`config.mk`:
```
export PLATFORM = sky130hd
export DESIGN_NAME = serial_tx_arbiter
export DESIGN_NICKNAME = d
export VERILOG_FILES = /design/src/rtl/serial_tx_arbiter.sv
export SDC_FILE = /design/constraint.sdc
export NUM_CORES = 1
export LEC_CHECK = 0
export BUFFER_PORTS_ARGS = -buffer_cell sky130_fd_sc_hd__buf_2
export CELL_PAD_IN_SITES_DETAIL_PLACEMENT = 0
export CELL_PAD_IN_SITES_GLOBAL_PLACEMENT = 2
export CORE_MARGIN = 5
export CORE_UTILIZATION = 32
export DETAILED_ROUTE_END_ITERATION = 8
export PLACE_DENSITY = 0.81
export RECOVER_POWER = 25
export SLEW_MARGIN = 20
export SYNTH_ARGS = -nofsm -noshare
export SYNTH_HDL_FRONTEND = slang
export SYNTH_SLANG_ARGS = --single-unit
export TNS_END_PERCENT = 1
```
`constraint.sdc`:
```
create_clock -name clock -period 1.84 [get_ports clock]
set_input_delay 0.368 -clock clock [delete_from_list [all_inputs] [get_ports clock]]
set_output_delay 0.368 -clock clock [all_outputs]
set_load 0.1 [all_outputs]
```
`src/rtl/serial_tx_arbiter.sv`:
```
`default_nettype none
// ============================================================================
// Module   : serial_tx_arbiter
// Purpose  : Shares one byte-wide serial transmit port between NUM_REQ
//            requesters. Each requester owns a one-byte holding slot; a
//            round-robin scheduler drains full slots onto serial_out with a
//            one-cycle serial_wren_out strobe, honouring serial_ready_in.
// Options  : `define SERIAL_ARB_LINE_LOCK_EN to keep text lines (terminated
//            by 8'h0A) from different requesters from interleaving.
// Revision : 1.0 - initial release
// ============================================================================
module serial_tx_arbiter #(
  parameter int NUM_REQ = 2,
  parameter int CNT_W   = 16
) (
  input  logic                 clock,
  input  logic                 reset,
  input  logic [NUM_REQ*8-1:0] req_data_in,
  input  logic [NUM_REQ-1:0]   req_wren_in,
  output logic [NUM_REQ-1:0]   req_ready_out,
  input  logic                 serial_ready_in,
  output logic [7:0]           serial_out,
  output logic                 serial_wren_out,
  output logic [NUM_REQ-1:0]   grant_out,
  output logic [CNT_W-1:0]     sent_count_out
);

  localparam int                 PTR_W    = (NUM_REQ > 1) ? $clog2(NUM_REQ) : 1;
  localparam logic [PTR_W-1:0]   PTR_RST  = PTR_W'(NUM_REQ - 1);
  localparam logic [7:0]         LINE_END = 8'h0A;
  localparam logic [NUM_REQ-1:0] ONE_HOT0 = NUM_REQ'(1);
  localparam logic [CNT_W-1:0]   CNT_ONE  = CNT_W'(1);

  // Scheduler condition, re-derived every cycle from slot flags and sink ready
  typedef enum logic [1:0] {
    S_IDLE  = 2'd0,
    S_ISSUE = 2'd1,
    S_STALL = 2'd2
  } sched_state_e;

  logic [7:0]         slot_q [NUM_REQ];
  logic [7:0]         slot_d [NUM_REQ];
  logic [NUM_REQ-1:0] full_q,  full_d;
  logic [PTR_W-1:0]   ptr_q,   ptr_d;
  logic [7:0]         out_q,   out_d;
  logic               wren_q,  wren_d;
  logic [NUM_REQ-1:0] grant_q, grant_d;
  logic [CNT_W-1:0]   cnt_q,   cnt_d;

  logic [NUM_REQ-1:0] eligible;
  logic [NUM_REQ-1:0] accept;
  logic               found;
  logic [PTR_W-1:0]   sel;
  sched_state_e       state;

`ifdef SERIAL_ARB_LINE_LOCK_EN
  logic               locked_q, locked_d;
  logic [PTR_W-1:0]   owner_q,  owner_d;

  // While a line is open only its owner may transmit, even if its slot is empty
  always_comb begin
    eligible = locked_q ? (full_q & (ONE_HOT0 << owner_q)) : full_q;
  end
`else
  // Every full slot competes for the port
  always_comb begin
    eligible = full_q;
  end
`endif

  // Rotating search: first eligible slot after the last one served
  always_comb begin : p_select
    logic [PTR_W-1:0] idx;
    found = 1'b0;
    sel   = '0;
    idx   = '0;
    for (int k = 1; k <= NUM_REQ; k++) begin
      idx = PTR_W'((int'(ptr_q) + k) % NUM_REQ);
      if (!found && eligible[idx]) begin
        found = 1'b1;
        sel   = idx;
      end
    end
  end

  // Classify the current cycle for the scheduler
  always_comb begin
    if (full_q == '0) begin
      state = S_IDLE;
    end else if (serial_ready_in) begin
      state = S_ISSUE;
    end else begin
      state = S_STALL;
    end
  end

  // Next-state logic: slot fills plus at most one issue per cycle
  always_comb begin
    accept  = req_wren_in & ~full_q;
    slot_d  = slot_q;
    full_d  = full_q | accept;
    ptr_d   = ptr_q;
    out_d   = out_q;
    wren_d  = 1'b0;
    grant_d = '0;
    cnt_d   = cnt_q;
`ifdef SERIAL_ARB_LINE_LOCK_EN
    locked_d = locked_q;
    owner_d  = owner_q;
`endif
    for (int i = 0; i < NUM_REQ; i++) begin
      if (accept[i]) begin
        slot_d[i] = req_data_in[8*i +: 8];
      end
    end
    case (state)
      S_ISSUE: begin
        // An accept never targets the issued slot: accepts need an empty slot
        if (found) begin
          out_d       = slot_q[sel];
          wren_d      = 1'b1;
          grant_d     = ONE_HOT0 << sel;
          full_d[sel] = 1'b0;
          ptr_d       = sel;
          cnt_d       = cnt_q + CNT_ONE;
`ifdef SERIAL_ARB_LINE_LOCK_EN
          locked_d    = (slot_q[sel] != LINE_END);
          owner_d     = sel;
`endif
        end
      end
      default: begin
        // IDLE and STALL: slots and pointer hold, no strobe
      end
    endcase
  end

  // State registers with synchronous reset; slot data needs no reset
  always_ff @(posedge clock) begin
    slot_q <= slot_d;
    if (reset) begin
      full_q   <= '0;
      ptr_q    <= PTR_RST;
      out_q    <= 8'h00;
      wren_q   <= 1'b0;
      grant_q  <= '0;
      cnt_q    <= '0;
`ifdef SERIAL_ARB_LINE_LOCK_EN
      locked_q <= 1'b0;
      owner_q  <= '0;
`endif
    end else begin
      full_q   <= full_d;
      ptr_q    <= ptr_d;
      out_q    <= out_d;
      wren_q   <= wren_d;
      grant_q  <= grant_d;
      cnt_q    <= cnt_d;
`ifdef SERIAL_ARB_LINE_LOCK_EN
      locked_q <= locked_d;
      owner_q  <= owner_d;
`endif
    end
  end

  assign req_ready_out   = ~full_q;
  assign serial_out      = out_q;
  assign serial_wren_out = wren_q;
  assign grant_out       = grant_q;
  assign sent_count_out  = cnt_q;

endmodule
`default_nettype wire

```
==> results of run 1 <==
## cell usage after synthesis, types with 4 or more instances
cell type	number	area, sq um
sky130_fd_sc_hd__a211oi_1	9	67.56
sky130_fd_sc_hd__xor2_1	6	52.55
sky130_fd_sc_hd__nor2_1	23	86.33
sky130_fd_sc_hd__clkbuf_1	4	15.01
sky130_fd_sc_hd__nand2_1	8	30.03
sky130_fd_sc_hd__o21ai_0	4	20.02
sky130_fd_sc_hd__nand3_1	5	25.02
sky130_fd_sc_hd__dfxtp_1	30	600.6
sky130_fd_sc_hd__a21oi_1	6	30.03
sky130_fd_sc_hd__mux2i_1	8	80.08
sky130_fd_sc_hd__nor3_1	4	20.02
sky130_fd_sc_hd__nand4_1	4	25.02
sky130_fd_sc_hd__edfxtp_1	16	480.5
sky130_fd_sc_hd__xnor2_1	4	35.03
## worst max-delay path, stage by stage (launching register included)
cell and delay [ns]:
sky130_fd_sc_hd__dfxtp_4 0.39, sky130_fd_sc_hd__ha_4 0.15, sky130_fd_sc_hd__nand3_2 0.09, sky130_fd_sc_hd__or4_4 0.54, sky130_fd_sc_hd__or3_1 0.32, sky130_fd_sc_hd__a21oi_1 0.13
## layout by cell type, fill, tap and decap left out, types with 2 or more instances in the layout
cell type	count
sky130_fd_sc_hd__edfxtp_1	16
sky130_fd_sc_hd__inv_1	3
sky130_fd_sc_hd__nor3_1	4
sky130_fd_sc_hd__inv_6	2
sky130_fd_sc_hd__nor2b_1	3
sky130_fd_sc_hd__a211oi_1	9
sky130_fd_sc_hd__or3_1	3
sky130_fd_sc_hd__a21oi_1	6
sky130_fd_sc_hd__nand2_1	8
sky130_fd_sc_hd__buf_2	49
sky130_fd_sc_hd__nor2_1	23
sky130_fd_sc_hd__o21ai_0	4
sky130_fd_sc_hd__buf_4	5
sky130_fd_sc_hd__xnor2_1	4
sky130_fd_sc_hd__clkbuf_8	5
sky130_fd_sc_hd__mux2i_1	8
sky130_fd_sc_hd__dfxtp_4	2
sky130_fd_sc_hd__dfxtp_2	9
sky130_fd_sc_hd__nand4_1	4
sky130_fd_sc_hd__dfxtp_1	19
sky130_fd_sc_hd__nand3_1	4
sky130_fd_sc_hd__xor2_1	6
sky130_fd_sc_hd__and3_1	2
## stage by stage
stage / TNS (ns) / setup WS [ns] / hold slack, ns / cell area, sq um / total power, uW
CTS: 0 / 0.09657 / 0.2257 / 2248 / 2294
global route: 0 / 0.04789 / 0.2183 / 2262 / 2367
detailed placement: 0 / 0.1196 / 0.4817 / 2132 / 1517
global placement: 0 / 0.1466 / 0.4708 / 2132 / 1516
finish: 0 / 0.1663 / 0.2381 / 2262 / 2262
floorplan: -0.08586 / -0.08586 / 0.4636 / 1783 / 1432
## cell families after synthesis
kind of cell / synth area share
buf+inv: 0.02411
flops: 0.6128
fa+ha+maj: 0.007091
simple gates: 0.1574
xor+xnor: 0.04964
compound gates: 0.09717
mux: 0.05177
## worst paths after layout
kind | slack, ns | cells past startpoint | to | start
worst max-delay path | 0.17 | 5 | sent_count_out[14] | sent_count_out[0]
worst min-delay path | 0.24 | 1 | slot_q[12] | req_data_in[4]
worst max register to register | 0.17 | 5 | sent_count_out[14] | sent_count_out[0]
worst min register to register | 0.49 | 2 | sent_count_out[15] | sent_count_out[15]
## area by class of cell
class / instances / area, sq um
Clock inverter: 3 / 47.55
Clock buffer: 5 / 68.82
Timing Repair Buffer: 55 / 286.5
Sequential cell: 46 / 1100
Multi-Input combinational cell: 102 / 658.1
Tap cell: 72 / 90.09
Fill cell: 542 / 3177
Inverter: 3 / 11.26
## power groups by stage
stage | Sequential (uW) | Combinational, uW | Clock [uW]
6_report | 1130 | 359 | 771
5_1_grt | 1140 | 382 | 847
4_1_cts | 1130 | 364 | 800
3_5_place_dp | 1150 | 363 | 0
3_3_place_gp | 1150 | 364 | 0
2_1_floorplan | 1310 | 122 | 0
## sequential cells by signal (all words and copies together) (netlist names)
signal           flops
sent_count_out      16
slot_q              16
serial_out           8
eligible             2
grant_out            2
ptr_q                1
serial_wren_out      1
## metal layers
layer / global-route usage / vias up
li1: - / 678
met1: 0.1391 / 603
met2: 0.1772 / 40
met3: 0.04416 / 5
met4: 0.02193 / 0
met5: 0 / -
==> flow_summary.rst, run 1 <==
.. list-table::
   :header-rows: 1

   * - Metric
     - Value
   * - Post-DR vias/cell
     - around 4.6
   * - Class of the most critical hold timing path
     - in -> reg
   * - Count of buffers inserted at the top-level ports
     - between 40 and 50
   * - Fraction of final layout cells sized beyond drive strength 1
     - 0.3692
   * - Primary flip-flop cell chosen by synthesis mapping
     - sky130_fd_sc_hd__dfxtp_1
   * - Transition at the pin with the smallest max-transition slack
     - between 0.5 and 0.6 ns
   * - Class of the most critical setup path
     - reg -> reg
   * - WL per Instance
     - 12.95 um
   * - Vias post-DR
     - around 1300
   * - Minimum clock period
     - approximately 1.7 ns
   * - Switch Pwr
     - between 600 and 700 uW
   * - Final-report hold violation count
     - 0
   * - Highest layer used for signal routing
     - met4
   * - Setup repair after global routing missed its margin
     - no
   * - Placeable core region
     - ~0.0054 sq mm
   * - DRC viols
     - 0
   * - # diodes
     - 0
   * - Max Transition Viols Final
     - 0
   * - Detailed-routed wire length on met3
     - 265 um
   * - Worst voltage drop across the vdd grid
     - roughly 0.00044 V
   * - Critical path data required time
     - 2.07 ns
   * - Leakage dissipation
     - roughly 0.00090 uW
   * - Critical Path Sink Type
     - register
   * - DRT iter0 DRCs
     - 40
   * - Clock transition at path regs
     - 0.09 ns
   * - Aggregate global-route resource usage
     - 0.1097
   * - Synth-to-layout area growth
     - 28.23%
   * - Metal-1 WL
     - 1.762 mm
   * - Warning count from the yosys run
     - 0
   * - Clock Skew
     - between 0.006 and 0.007 ns
   * - Max-capacitance violation count
     - 0
   * - Number of antenna violations at the first check in global routing
     - 0
   * - Number of gates resized after cts
     - 0
   * - Number of enable-type register cells in the synthesized netlist
     - 16
   * - Final standard cell count with taps included and fillers excluded
     - about 290
   * - Achievable Freq
     - 597.5 MHz
   * - Internal power summed over all cells
     - between 1500 and 2000 uW
   * - Library cells used by synthesis
     - 34
   * - Total Routed Length
     - 3.705 mm
   * - Largest net degree at the start of global routing
     - 31
   * - Data arrival, critical path
     - around 1.9 ns
   * - Outcome
     - finished, final reports clean
   * - Share of flip-flops with an asynchronous set or reset after synthesis
     - 0
   * - Number of register bits inferred by synthesis
     - between 40 and 50
   * - Master cell of the clock root buffer
     - sky130_fd_sc_hd__clkbuf_8
   * - Row Count
     - 27
   * - Cell Pwr Density
     - around 1000 mW/mm^2
   * - Period Utilization, post-route
     - 0.9096
   * - Vias in the first global route
     - 1324
   * - Routed wl met2
     - between 1.5 and 2 mm
   * - Worst-Skew Late Latency
     - around 0.3 ns
   * - Overflow left after global routing
     - 0
   * - Synthesized cell area
     - around 0.0018 sq mm
   * - Chip width
     - between 80 and 90 um
   * - Post-synth net total
     - between 150 and 200
   * - Clock tree from TritonCTS
     - built
   * - Switching share of power
     - 0.2929
   * - GPL Wtd Cong
     - around 0.75
   * - Number of placed cells counting well taps
     - roughly 280
   * - Count of endpoints failing setup in the final report
     - 0
   * - Deepest clock path buffer count
     - 2
   * - Remaining antenna violation count
     - 0
   * - Floorplan die height
     - 84.25 um
   * - Post-synthesis instance total
     - roughly 160
   * - CTS hold repair buffers
     - 0
   * - Number of primary I/O pins
     - 50
   * - Wire length of the first global-routing pass
     - between 6 and 7 mm
   * - Number of setup buffers added after CTS
     - 0
   * - Clock sink count
     - 46
   * - Sequential area share after synthesis
     - 0.6128
   * - Mean Syn Cell Area
     - 11.17 sq um
   * - Max transition margin
     - 0.6214
   * - Flop pwr share
     - 0.500
   * - Share of power burned in the clock network
     - 0.341
   * - Starting density of the core
     - 0.3244
   * - Crit start category
     - register
   * - Total clock buffers created by CTS
     - 5
   * - Crit-path max FO
     - 5
   * - Die area
     - a little over 0.007 sq mm
   * - Final Util
     - 0.4159
   * - H-tree depth
     - 2
   * - Gate power share
     - 0.159
   * - Number of nets in the finished design
     - ~240
   * - Router iterations before antenna repair
     - 2
   * - DPL Wire Length
     - ~2.7 mm
Note: power is estimated with default switching activity, not from simulation.
==> inputs of run 2 (changes only) <==
Settings changed: CELL_PAD_IN_SITES_DETAIL_PLACEMENT 0 to 1.
==> flow_summary.rst, run 2 (synthesized netlist as in run 1, its figures left out) <==
.. list-table::
   :header-rows: 1

   * - Metric
     - Value
   * - Outcome
     - finished, final reports clean (unchanged)
   * - Remaining antenna violation count
     - 0 (unchanged)
   * - Clock transition at path regs
     - 0.09 ns (about the same)
   * - Worst voltage drop across the vdd grid
     - 0.0004106 V (was 0.0004365 V)
   * - Final standard cell count with taps included and fillers excluded
     - 286 (unchanged)
   * - Number of antenna violations at the first check in global routing
     - 0 (unchanged)
   * - Crit start category
     - register (unchanged)
   * - DPL Wire Length
     - 3.218 mm (was 2.698 mm)
   * - GPL Wtd Cong
     - 0.7468 (unchanged)
   * - Fraction of final layout cells sized beyond drive strength 1
     - 0.3551 (was 0.3692)
   * - Master cell of the clock root buffer
     - sky130_fd_sc_hd__clkbuf_8 (unchanged)
   * - Total Routed Length
     - 4.291 mm (was 3.705 mm)
   * - Internal power summed over all cells
     - 1722 uW (was 1600 uW)
   * - Vias post-DR
     - 1389 (was 1326)
   * - Data arrival, critical path
     - 1.93 ns (was 1.90 ns)
   * - Achievable Freq
     - 583.5 MHz (was 597.5 MHz)
   * - Clock sink count
     - 46 (unchanged)
   * - Largest net degree at the start of global routing
     - 31 (unchanged)
   * - Switch Pwr
     - 646.4 uW (was 662.4 uW)
   * - WL per Instance
     - 15.00 um (was 12.95 um)
   * - Clock Skew
     - 0.008915 ns (was 0.006506 ns)
   * - Starting density of the core
     - 0.3244 (unchanged)
   * - # diodes
     - 0 (unchanged)
   * - Leakage dissipation
     - 0.0009059 uW (was 0.0009028 uW)
   * - Post-route worst setup slack
     - 0.1262 ns (was 0.1663 ns)
   * - Wire length of the first global-routing pass
     - 7.079 mm (was 6.334 mm)
   * - Count of buffers inserted at the top-level ports
     - 49 (unchanged)
   * - Overflow left after global routing
     - 0 (unchanged)
   * - Cell Pwr Density
     - 1042 mW/mm^2 (was 999.9 mW/mm^2)
   * - Number of nets in the finished design
     - 235 (unchanged)
   * - DRC viols
     - 0 (unchanged)
   * - Tightest hold margin
     - 0.2407 ns (was 0.2381 ns)
   * - Total clock buffers created by CTS
     - 5 (unchanged)
   * - Worst-Skew Late Latency
     - 0.29 ns (was 0.30 ns)
   * - DRT iter0 DRCs
     - 25 (was 40)
   * - H-tree depth
     - 2 (unchanged)
   * - Aggregate global-route resource usage
     - 0.1263 (was 0.1097)
   * - Max transition margin
     - 0.6206 (was 0.6214)
   * - Most frequent cells in the layout
     - 48 x sky130_fd_sc_hd__buf_2, 23 x sky130_fd_sc_hd__nor2_1, 19 x sky130_fd_sc_hd__dfxtp_1, 16 x sky130_fd_sc_hd__edfxtp_1 (was 49 x sky130_fd_sc_hd__buf_2, 23 x sky130_fd_sc_hd__nor2_1, 19 x sky130_fd_sc_hd__dfxtp_1, 16 x sky130_fd_sc_hd__edfxtp_1)
   * - Most frequent standard cell in the layout excluding fill and tap cells
     - sky130_fd_sc_hd__buf_2 (unchanged)
   * - Switching share of power
     - 0.2729 (was 0.2929)
   * - Number of primary I/O pins
     - 50 (unchanged)
   * - Transition at the pin with the smallest max-transition slack
     - 0.5691 ns (was 0.5679 ns)
   * - Number of gates resized after cts
     - 0 (unchanged)
   * - Max-capacitance violation count
     - 0 (unchanged)
   * - Setup repair after global routing missed its margin
     - no (unchanged)
   * - Gate power share
     - 0.153 (was 0.159)
   * - Number of setup buffers added after CTS
     - 0 (unchanged)
   * - Flop pwr share
     - 0.478 (was 0.500)
   * - Floorplan die height
     - 84.25 um (unchanged)
   * - Crit-path max FO
     - 7 (was 5)
   * - Pwr Total
     - 2369 uW (was 2262 uW)
   * - Placeable core region
     - 0.005439 sq mm (unchanged)
   * - Deepest clock path buffer count
     - 2 (unchanged)
   * - Clock tree from TritonCTS
     - built (unchanged)
   * - Period Utilization, post-route
     - 0.9314 (was 0.9096)
   * - Count of filler cells inserted in the layout
     - 612 (was 542)
   * - Chip width
     - 84.25 um (unchanged)
   * - Critical path data required time
     - 2.06 ns (was 2.07 ns)
   * - Die area
     - 0.007098 sq mm (unchanged)
   * - Post-DR vias/cell
     - 4.857 (was 4.636)
   * - Share of power burned in the clock network
     - 0.369 (was 0.341)
   * - Final-report hold violation count
     - 0 (unchanged)
   * - Number of placed cells counting well taps
     - 278 (unchanged)
   * - Max Transition Viols Final
     - 0 (unchanged)
   * - Class of the most critical setup path
     - reg -> reg (unchanged)
   * - Count of endpoints failing setup in the final report
     - 0 (unchanged)
   * - Row Count
     - 27 (unchanged)
   * - Minimum clock period
     - 1.714 ns (was 1.674 ns)
   * - CTS hold repair buffers
     - 0 (unchanged)
   * - Worst slack after detailed placement
     - 0.09795 ns (was 0.1196 ns)
   * - Synth-to-layout area growth
     - 28.87% (was 28.23%)
   * - Router iterations before antenna repair
     - 4 (was 2)
   * - Class of the most critical hold timing path
     - in -> reg (unchanged)
   * - Vias in the first global route
     - 1418 (was 1324)
   * - Critical Path Sink Type
     - register (unchanged)
## run 2: changes by cell type in the layout (fill, tap and decap cells not counted), sizes merged
cell and delta:
clkinv +1, clkbuf +1, inv -2, bufinv +1, buf -1
## run 2: critical path, stage by stage, from the launching register on
cell	delay [ns]
sky130_fd_sc_hd__dfxtp_1	0.46
sky130_fd_sc_hd__o21ai_0	0.15
sky130_fd_sc_hd__or4_4	0.56
sky130_fd_sc_hd__or3_1	0.33
sky130_fd_sc_hd__a21oi_1	0.14
## run 2: layout make-up
cell class	instances	area [sq um]	area share
sequential	46	1100	0.4838
multi-input combinational	102	654.4	0.2878
timing repair buffer	55	285.3	0.1255
tap	72	90.09	0.03963
clock buffer	5	68.82	0.03027
clock inverter	3	63.81	0.02807
inverter	3	11.26	0.004953
## run 2: per-stage QoR
stage | instance area (sq um) | util | setup TNS (ns)
floorplan | 1783 | - | -0.08586
global placement | 2132 | 0.3920 | 0
detailed placement | 2132 | 0.3920 | 0
CTS | 2265 | 0.4164 | 0
global route | 2273 | 0.4180 | 0
finish | 2273 | 0.4180 | 0
## run 2: routing by layer
layer	vias up	GRT usage	routed length, um
met3	4	0.05103	289
met5	-	0	0
met4	0	0.02632	26
met2	42	0.2310	2207
met1	666	0.1366	1768
li1	677	-	-
## run 2: power by group through the flow
stage / combinational (uW) / clock, uW / sequential [uW]
finish: 362 / 873 / 1130
CTS: 370 / 901 / 1130
floorplan: 122 / 0 / 1310
detailed placement: 369 / 0 / 1160
global route: 388 / 943 / 1140
global placement: 364 / 0 / 1150
## run 2: final timing paths
check / start / endpoint / slack [ns] / cells past startpoint
max: eligible[1] / sent_count_out[14] / 0.13 / 4
min: req_data_in[12] / slot_q[4] / 0.24 / 1
max reg2reg: eligible[1] / sent_count_out[14] / 0.13 / 4
min reg2reg: sent_count_out[15] / sent_count_out[15] / 0.49 / 2
==> inputs of run 3 (changes only) <==
Settings changed: PLACE_DENSITY 0.81 to 0.79.
==> flow_summary.rst, run 3 (synthesized netlist as in run 1, its figures left out) <==
.. list-table::
   :header-rows: 1

   * - Metric
     - Value
   * - Overflow left after global routing
     - 0 (unchanged)
   * - Hold EP
     - slot_q[12] (was slot_q[4])
   * - Count of buffers inserted at the top-level ports
     - 49 (unchanged)
   * - Worst slack after detailed placement
     - 0.1164 ns (was 0.09795 ns)
   * - Cells on worst reg2reg path
     - 5 (was 4)
   * - Starting density of the core
     - 0.3244 (unchanged)
   * - Worst Hold Depth
     - 1 (unchanged)
   * - Max Transition Viols Final
     - 0 (unchanged)
   * - Most frequent cells in the layout
     - 49 x sky130_fd_sc_hd__buf_2, 23 x sky130_fd_sc_hd__nor2_1, 19 x sky130_fd_sc_hd__dfxtp_1, 16 x sky130_fd_sc_hd__edfxtp_1 (was 48 x sky130_fd_sc_hd__buf_2, 23 x sky130_fd_sc_hd__nor2_1, 19 x sky130_fd_sc_hd__dfxtp_1, 16 x sky130_fd_sc_hd__edfxtp_1)
   * - Worst voltage drop across the vdd grid
     - 0.0003731 V (was 0.0004106 V)
   * - WL per Instance
     - 13.48 um (was 15.00 um)
   * - Transition at the pin with the smallest max-transition slack
     - 0.5584 ns (was 0.5691 ns)
   * - Startpoint of the lowest-slack hold path
     - req_data_in[4] (was req_data_in[12])
   * - Slowest cell on the critical path
     - sky130_fd_sc_hd__or4_4 (unchanged)
   * - Number of antenna violations at the first check in global routing
     - 0 (unchanged)
   * - Leakage dissipation
     - 0.0009005 uW (was 0.0009059 uW)
   * - Period Utilization, post-route
     - 0.9422 (was 0.9314)
   * - Critical register-to-register path startpoint
     - sent_count_out[0] (was eligible[1])
   * - DRT iter0 DRCs
     - 28 (was 25)
   * - GPL Wtd Cong
     - 0.7121 (was 0.7468)
   * - Total clock buffers created by CTS
     - 5 (unchanged)
   * - Worst path top cell family by delay
     - simple AND/OR/NAND/NOR gates (unchanged)
   * - Final-report hold violation count
     - 0 (unchanged)
   * - Class of the most critical setup path
     - reg -> reg (unchanged)
   * - Max transition margin
     - 0.6277 (was 0.6206)
   * - DPL Wire Length
     - 2.942 mm (was 3.218 mm)
   * - Clock tree from TritonCTS
     - built (unchanged)
   * - Vias in the first global route
     - 1481 (was 1418)
   * - Count of endpoints failing setup in the final report
     - 0 (unchanged)
   * - Clock sink count
     - 46 (unchanged)
   * - Aggregate global-route resource usage
     - 0.1135 (was 0.1263)
   * - Final Util
     - 0.4145 (was 0.4180)
   * - Outcome
     - finished, final reports clean (unchanged)
   * - Number of primary I/O pins
     - 50 (unchanged)
   * - Total Routed Length
     - 3.870 mm (was 4.291 mm)
   * - Clock Skew
     - 0.006621 ns (was 0.008915 ns)
   * - Achievable Freq
     - 576.8 MHz (was 583.5 MHz)
   * - Post-route worst setup slack
     - 0.1064 ns (was 0.1262 ns)
   * - Worst flop-to-flop path endpoint
     - sent_count_out[14] (unchanged)
   * - Fraction of final layout cells sized beyond drive strength 1
     - 0.3674 (was 0.3551)
   * - Chip width
     - 84.25 um (unchanged)
   * - Max-capacitance violation count
     - 0 (unchanged)
   * - Pwr Total
     - 2239 uW (was 2369 uW)
   * - Worst-Skew Late Latency
     - 0.29 ns (about the same)
   * - Critical path data required time
     - 2.07 ns (was 2.06 ns)
   * - Synth-to-layout area growth
     - 27.80% (was 28.87%)
   * - Wire length of the first global-routing pass
     - 6.665 mm (was 7.079 mm)
   * - Deepest clock path buffer count
     - 2 (unchanged)
   * - Minimum clock period
     - 1.734 ns (was 1.714 ns)
   * - Master cell of the clock root buffer
     - sky130_fd_sc_hd__clkbuf_8 (unchanged)
   * - Data arrival, critical path
     - 1.96 ns (was 1.93 ns)
   * - H-tree depth
     - 2 (unchanged)
   * - Critical Path Sink Type
     - register (unchanged)
   * - Remaining antenna violation count
     - 0 (unchanged)
   * - Floorplan die height
     - 84.25 um (unchanged)
   * - Router iterations before antenna repair
     - 4 (unchanged)
   * - Class of the most critical hold timing path
     - in -> reg (unchanged)
   * - Crit start category
     - register (unchanged)
   * - Number of setup buffers added after CTS
     - 0 (unchanged)
   * - Vias post-DR
     - 1368 (was 1389)
   * - Cell-by-cell trace of the critical path
     - ha_1 > nand3_2 > or4_4 > or3_1 > a21oi_1 (was o21ai_0 > or4_4 > or3_1 > a21oi_1)
   * - Crit-path max FO
     - 5 (was 7)
   * - # diodes
     - 0 (unchanged)
   * - Clock transition at path regs
     - 0.09 ns (about the same)
   * - Most frequent standard cell in the layout excluding fill and tap cells
     - sky130_fd_sc_hd__buf_2 (unchanged)
   * - Slowest stage delay, CP
     - 0.54 ns (was 0.56 ns)
   * - Post-DR vias/cell
     - 4.767 (was 4.857)
   * - Die area
     - 0.007098 sq mm (unchanged)
   * - Setup repair after global routing missed its margin
     - no (unchanged)
   * - Count of buffering cells on the critical path with inverters included
     - 0 (unchanged)
   * - Cell Pwr Density
     - 993.1 mW/mm^2 (was 1042 mW/mm^2)
   * - DRC viols
     - 0 (unchanged)
   * - Number of nets in the finished design
     - 236 (was 235)
   * - Row Count
     - 27 (unchanged)
   * - Reg-to-reg slack, setup
     - 0.11 ns (was 0.13 ns)
   * - Largest net degree at the start of global routing
     - 31 (unchanged)
   * - Placeable core region
     - 0.005439 sq mm (unchanged)
-- run 3: cell types whose count changed in the layout (fill, tap and decap cells not counted) --
| cell | previous run | this run |
|---|---|---|
| sky130_fd_sc_hd__clkinvlp_4 | 0 | 2 |
| sky130_fd_sc_hd__buf_2 | 48 | 49 |
| sky130_fd_sc_hd__buf_4 | 5 | 6 |
| sky130_fd_sc_hd__bufinv_16 | 2 | 1 |
| sky130_fd_sc_hd__clkbuf_1 | 2 | 1 |
| sky130_fd_sc_hd__clkinv_1 | 1 | 0 |
| sky130_fd_sc_hd__ha_1 | 0 | 1 |
| sky130_fd_sc_hd__ha_4 | 1 | 0 |
| sky130_fd_sc_hd__o21ai_0 | 5 | 4 |
| sky130_fd_sc_hd__o21ai_2 | 0 | 1 |
-- run 3: through the flow --
| step | TNS (ns) | cells | hold slack, ns | instance area (sq um) |
|---|---|---|---|---|
| final | 0 | 287 | 0.2408 | 2255 |
| after global routing | 0 | 287 | 0.2202 | 2255 |
| after CTS | 0 | 287 | 0.2268 | 2253 |
| after detailed placement | 0 | 279 | 0.4854 | 2140 |
| after global placement | 0 | 279 | 0.4676 | 2140 |
| after floorplan | -0.08586 | 158 | 0.4636 | 1783 |
-- run 3: power by group --
part | leakage (uW) | internal, uW | switching [uW]
clock | 0.0000504 | 404 | 345
sequential | 0.000404 | 1100 | 25.3
combinational | 0.000447 | 80.8 | 280
-- run 3: cell type report --
cell class              instances  area [sq um]
clock inverters                 3         45.04
clock buffers                   5         68.82
fillers                       633          3184
multi-input cells             102         645.6
inverters                       3         11.26
repair buffers                 56         294.0
flip-flops and latches         46          1100
well taps                      72         90.09
-- run 3: repair_timing --
| item | CTS | global route |
|---|---|---|
| hold buffers | 0 | 0 |
| resized for setup | 0 | 1 |
| setup endpoints to repair | 0 | 1 |
-- run 3: per-layer routing --
layer  global-route usage  part of all wire
met1               0.1242              0.43
met2               0.2044              0.49
met3              0.04612             0.073
met4              0.02632                 0
met5                    0                 0
-- run 3: how the worst max path moves through the flow --
stage / startpoint / end / slack, ns / cells past startpoint
2_1_floorplan: sent_count_out[1] / sent_count_out[14] / -0.09 / 5
3_3_place_gp: sent_count_out[0] / sent_count_out[14] / 0.14 / 5
3_5_place_dp: sent_count_out[0] / sent_count_out[14] / 0.12 / 5
4_1_cts: sent_count_out[0] / sent_count_out[14] / 0.09 / 5
5_1_grt: sent_count_out[0] / sent_count_out[14] / 0.009 / 5
6_report: sent_count_out[0] / sent_count_out[14] / 0.11 / 5
